### config.mk
export PLATFORM = sky130hd
export DESIGN_NAME = branch_predictor
export DESIGN_NICKNAME = d
export VERILOG_FILES = /design/src/rtl/branch_predictor.sv
export SDC_FILE = /design/constraint.sdc
export NUM_CORES = 1
export LEC_CHECK = 0
export BUFFER_PORTS_ARGS = -buffer_cell sky130_fd_sc_hd__buf_2
export CAP_MARGIN = 20
export CORE_UTILIZATION = 59
export DETAILED_ROUTE_END_ITERATION = 7
export HOLD_SLACK_MARGIN = 0.06
export PLACE_DENSITY = 0.8
export SYNTH_ARGS = -nofsm -noshare
export SYNTH_HDL_FRONTEND = slang
export SYNTH_SLANG_ARGS = --single-unit
### constraint.sdc
create_clock -name clk_i -period 4.36 [get_ports clk_i]
set_clock_uncertainty 0.05 [all_clocks]
set_input_delay 0.872 -clock clk_i [delete_from_list [all_inputs] [get_ports clk_i]]
set_output_delay 0.872 -clock clk_i [all_outputs]
set_load 0.01 [all_outputs]
### src/rtl/branch_predictor.sv
// Gshare branch-direction predictor: a table of 2-bit saturating counters indexed by
// PC XOR global history, trained by resolved branches, with branch/mispredict statistics.
module branch_predictor #(
    parameter int INDEX_BITS = 6,
    parameter int HIST_BITS  = 4
) (
    input  logic                  clk_i,
    input  logic                  rst_i,
    input  logic [31:0]           fetch_pc_i,
    output logic                  predict_taken_o,
    output logic [INDEX_BITS-1:0] predict_index_o,
    input  logic                  update_valid_i,
    input  logic [INDEX_BITS-1:0] update_index_i,
    input  logic                  update_taken_i,
    input  logic                  update_predicted_i,
    output logic [31:0]           branch_count_o,
    output logic [31:0]           mispredict_count_o
);

    localparam int DEPTH = 1 << INDEX_BITS;

    logic [1:0]            r_table [DEPTH];
    logic [31:0]           r_branch_count;
    logic [31:0]           r_mispredict_count;

    logic [INDEX_BITS-1:0] w_hist_ext;
    logic [INDEX_BITS-1:0] w_index;
    logic [1:0]            w_cur_ctr;
    logic [1:0]            w_next_ctr;
    logic                  w_unused_pc_bits;

    // Word-aligned PC bits only; the rest of the PC never influences the index.
    assign w_unused_pc_bits = ^{fetch_pc_i[31:INDEX_BITS+2], fetch_pc_i[1:0]};

    generate
        if (HIST_BITS == 0) begin : g_no_hist
            assign w_hist_ext = '0;
        end else begin : g_hist
            logic [HIST_BITS-1:0] r_ghr;

            // History tracks resolved branches only, so fetch never touches it.
            if (HIST_BITS == 1) begin : g_one
                always_ff @(posedge clk_i) begin
                    if (rst_i) begin
                        r_ghr <= '0;
                    end else if (update_valid_i) begin
                        r_ghr <= update_taken_i;
                    end
                end
            end else begin : g_shift
                always_ff @(posedge clk_i) begin
                    if (rst_i) begin
                        r_ghr <= '0;
                    end else if (update_valid_i) begin
                        r_ghr <= {r_ghr[HIST_BITS-2:0], update_taken_i};
                    end
                end
            end

            assign w_hist_ext = INDEX_BITS'(r_ghr);
        end
    endgenerate

    assign w_index         = fetch_pc_i[INDEX_BITS+1:2] ^ w_hist_ext;
    assign predict_index_o = w_index;
    // Reads the registered table directly: a same-cycle update is not bypassed.
    assign predict_taken_o = r_table[w_index][1];

    assign w_cur_ctr = r_table[update_index_i];

    always_comb begin
        // NOTE: every always_comb output gets a default first so no path leaves it unassigned (no latch).
        w_next_ctr = w_cur_ctr;
        if (update_taken_i) begin
            if (w_cur_ctr != 2'b11) begin
                w_next_ctr = w_cur_ctr + 2'b01;
            end
        end else begin
            if (w_cur_ctr != 2'b00) begin
                w_next_ctr = w_cur_ctr - 2'b01;
            end
        end
    end

    // NOTE: the table is built from flops and is reset entry by entry, because every counter must restart at weak-not-taken.
    always_ff @(posedge clk_i) begin
        if (rst_i) begin
            for (int i = 0; i < DEPTH; i++) begin
                r_table[i] <= 2'b01;
            end
        end else if (update_valid_i) begin
            // NOTE: sequential state uses non-blocking assignment so all flops sample pre-edge values.
            r_table[update_index_i] <= w_next_ctr;
        end
    end

    // Statistics trust update_predicted_i; both counters wrap modulo 2^32.
    always_ff @(posedge clk_i) begin
        if (rst_i) begin
            r_branch_count     <= '0;
            r_mispredict_count <= '0;
        end else if (update_valid_i) begin
            r_branch_count <= r_branch_count + 32'd1;
            if (update_taken_i != update_predicted_i) begin
                r_mispredict_count <= r_mispredict_count + 32'd1;
            end
        end
    end

    assign branch_count_o     = r_branch_count;
    assign mispredict_count_o = r_mispredict_count;

endmodule

; After elaboration in Yosys (flattened, before gate mapping)
; Memory sizes are Yosys's and may differ from the RTL's.
; Index checks and enable logic that the tools add are counted.
[totals]
reg_bits = 68
latch_bits = 0
mem_bits_rw = 128
mem_bits_ro = 0
output_inout_bits = 71
word_cells = 25
n_memories = 1
[classes]
n_addsub = 4
multipliers = 0
div = 0
magnitude_cmp = 0
n_eq_ne = 2
shift = 0
mux = 11
bitwise_logic = 1
reduce_logical = 3
[mem_list]
columns = memory, depth, width, read_ports, rd_clocked_by_memory_dff, write_ports, line
row1 = r_table, 64, 2, 2, 0, 64, 22  ; logic [1:0] r_table [DEPTH];
[ops]
columns = operator, count
row1 = adder 32 x 1 -> 32 bit (second input constant), 2
row2 = two-way mux 2 bit, 4
row3 = two-way mux 1 bit, 6
row4 = two-way mux 6 bit, 1
row5 = bitwise XOR 6 x 4 -> 6 bit, 1
row6 = adder 2 x 1 -> 2 bit (second input constant), 1
row7 = inequality test 2 bit (second input constant), 1
row8 = AND reduction 2 bit, 1
row9 = nonzero test 2 bit, 1
row10 = OR reduction 2 bit, 1
row11 = subtractor 2 x 1 -> 2 bit (second input constant), 1
row12 = inequality test 1 bit, 1

; Logic depth before layout (Yosys ltp)
[depth]
ltp_word = 5
depth_mapped = 12
ltp_nobuf = 8

; Least setup slack after synthesis
; Ideal clock, no wire load.
[synth_timing]
path_kind = input -> output
startpoint = in fetch_pc_i[2]
endpoint = out predict_taken_o
arrival_ns = 3.353
required_time_ns = 3.438
slack_ns = 0.085
stages = 5
cell_sequence = xor2_1 > buf_4 > mux4_2 > mux4_2 > mux4_2
[synth_via]
elab_chain_len = 2
[synth_rtl]
columns = element, line
row1 = "start, declared", 9  ; input logic [31:0] fetch_pc_i,
row2 = bitwise XOR 6 x 4 -> 6 bit, 64  ; assign w_index = fetch_pc_i[INDEX_BITS+1:2] ^ w_hist_ext;
row3 = via predict_index_o[0], 11  ; output logic [INDEX_BITS-1:0] predict_index_o,
row4 = memory read (64 x 2 bit), n/a
row5 = "end, declared", 10  ; output logic predict_taken_o,
; The timed path passes the listed nets, and every way through them passes these cells.

; Final worst setup path
[layout_timing]
startpoint = in fetch_pc_i[2]
endpoint = out predict_taken_o
[layout_via]
elab_chain_len = 2
[layout_rtl]
columns = element, line
row1 = bitwise XOR 6 x 4 -> 6 bit, 64
row2 = memory read (64 x 2 bit), n/a
; No other way between the ends.

==> results.ini <==
[yosys]
synth_seq_area_share_pct = 51.88
synth-main-ff-cell = edfxtp_1
yosys_warnings = 0
synth.area.top_cells = edfxtp_1 (38%), dfxtp_1 (14%), mux4_2 (9.0%)
synth_area_um2 = 10030
yosysUniqueCellTypes = 49
synth.top_cell.area_share_pct = 38.31
synth_edf_count = 128
syn_area_per_cell_um2 = 10.78
yosys-top-cells-count = edfxtp_1 (128), nor2_1 (119), nand2_1 (84)
yosys.area.top_type = edfxtp_1
synth_seq_cells = 196
synth_nets = 976
synth.most_common_cell = edfxtp_1
async_flop_share_pct = 0
syn_inst = 931

[grt]
grt_pass1_vias = 7309
grt_pass1_wl_um = 39140
grt_use_total_pct = 29.16
grt_max_degree = 73
gr-total-overflow = 0
antenna_found_initial = 0

[clock_tree]
ctsLongestPathBuffers = 2
root_buffer = clkbuf_16
cts_buffers = 17
cts_max_level = 4
clock_latency_ns = 0.44
hold_buffers = 0
clkSinkCount = 196
clk_pin_slew_ns = 0.07
postCtsSetupBuffers = 0
cts_resized = 0
cts_tree = done

[sta]
finalCritPeriodShare_pct = 92.34
finalSetupTns_ns = 0
worst_slew_pin_slew_ns = 0.7890
max_slew_margin_pct = 47.28
fin_ws_ns = 0.3339
finalHoldViolCount = 0
drv_slew = 0
finalSetupViolCount = 0
max_freq_ghz = 0.2484
rsz0062_at_grt = no
fin_crit_ns = 4.026

[route]
drtIter0Drc = 1018
vias = 7767
totalWireLength_um = 24860
vias_per_cell = 6.361
drtPass1Iterations = 5
drtAntennaViolNets = 0
remaining_drc_errors = 0
wl_per_cell_um = 20.36

[pwr]
pwr-share-comb_pct = 10.9
powerDensity_nw_per_um2 = 360.9
seq_power_share_pct = 49.7
swShare_pct = 24.74
p_leak_nw = 3.937
p_sw_mw = 1.006
p_clk_share_pct = 39.4
intPower_mw = 3.061
ir_drop_mv = 0.3160
total_power_mw = 4.067

[floorplan]
ios = 114
start_util_pct = 60.50
core.rowCount = 47
die_h_um = 132.4
core_area_um2 = 16580
die_width_um = 132.4
dieArea_um2 = 17530

[placement]
pre_cts_slack_ns = 0.3524
io_buffers = 87
placedCellCount = 1189
globalplace.congestion = 0.9234
dpl.hpwl_um = 16640

[cells_and_area]
finalNonFillerCells = 1221
drive_gt1_share_pct = 22.68
final_core_util_pct = 67.96
synthToLayoutAreaGrowth_pct = 12.32
diodes = 0
final_nets = 1033
fill_cells = 1253

[worst_setup_path]
cp-start-kind = primary input
endpoint_kind = output pin
worstPathArrival_ns = 3.10
worstSetupPathType = primary input to output pin
path_max_fanout = 17
required_ns = 3.44

[hold_path]
hp-class = flip-flop to flip-flop

[job]
cap_violations = 0

[status]
status = finished, final reports clean

[worst paths after layout]
kind	slack (ns)	end	start	cells past startpoint
setup / recovery	0.33	predict_taken_o	fetch_pc_i[2]	7
setup reg to reg	1.28	r_table[50][0]	r_table[15][1]	8
hold reg to reg	0.44	mispredict_count_o[1]	mispredict_count_o[1]	2
hold / removal	0.44	mispredict_count_o[1]	mispredict_count_o[1]	2
[registers in the layout, summed over array words and instances, names as in the netlist]
signal / cells
branch_count_o: 32
g_hist.r_ghr: 4
r_table: 128
mispredict_count_o: 32
[cells in the final DEF, fill, tap and decap left out, drive strengths merged, types with 3 or more instances in the layout]
cell    Yosys  layout
or4         3       3
mux4       40      40
dfxtp      68      68
a21oi      11      11
o21bai     12      12
inv         9      13
a221oi      3       3
nand2b     12      12
and3        9       9
a21o       17      17
nand3      46      46
edfxtp    128     128
and2        7       7
nor4        8       8
o21ai      13      13
nand2      84      84
xnor2      17      17
mux2i      23      23
nand4      31      31
nor2      119     119
a211oi      3       3
buf        34     118
nor2b       4       4
a22oi      10      10
or2        30      30
or3        12      12
xor2       41      41
clkbuf     46      25
o22ai       4       4
nor3       62      62
and4        6       6
clkinv      0       3
[layout make-up]
class | count | area (um2) | area share [%]
inverter | 9 | 33.78 | 0.2998
tap | 220 | 275.3 | 2.443
clock inverter | 7 | 52.55 | 0.4663
clock buffer | 25 | 550.5 | 4.885
sequential | 196 | 5205 | 46.19
multi-input combinational | 646 | 4419 | 39.21
timing repair buffer | 118 | 733.2 | 6.506
[per-stage QoR]
step	hold slack (ns)	area [um2]
floorplan	0.4310	10030
global placement	0.4257	10670
detailed placement	0.4316	10670
CTS	0.4409	11270
global route	0.4698	11270
finish	0.4421	11270
[metal layers]
| metal | vias to the layer above | GRT usage, % | wire (um) |
|---|---|---|---|
| li1 | 3487 | - | - |
| met1 | 3772 | 38.38 | 9757 |
| met2 | 427 | 45.64 | 11910 |
| met3 | 81 | 6.997 | 2251 |
| met4 | 0 | 13.98 | 937 |
| met5 | - | 0 | 0 |
[critical path, cell delays in order]
cell	delay [ns]
buf_2	0.10
xor2_2	0.18
buf_12	0.22
mux4_2	0.54
mux4_2	0.52
mux4_2	0.50
buf_2	0.16
[power by group through the flow]
stage | combinational, mW | sequential (mW) | clock [mW]
6_report | 0.442 | 2.02 | 1.60
3_3_place_gp | 0.425 | 2.06 | 0
4_1_cts | 0.435 | 2.02 | 1.60
3_5_place_dp | 0.433 | 2.06 | 0
2_1_floorplan | 0.314 | 2.06 | 0
5_1_grt | 0.465 | 2.03 | 1.67
[logic make-up after synthesis]
group,after synthesis,share of synthesized area [%]
buf+inv,89,4.302
xor+xnor,58,5.063
flops,196,51.88
simple gates,438,21.27
mux,65,11.50
compound gates,81,5.524
fa+ha+maj,4,0.4614
Power figures use the tool's default switching activity.
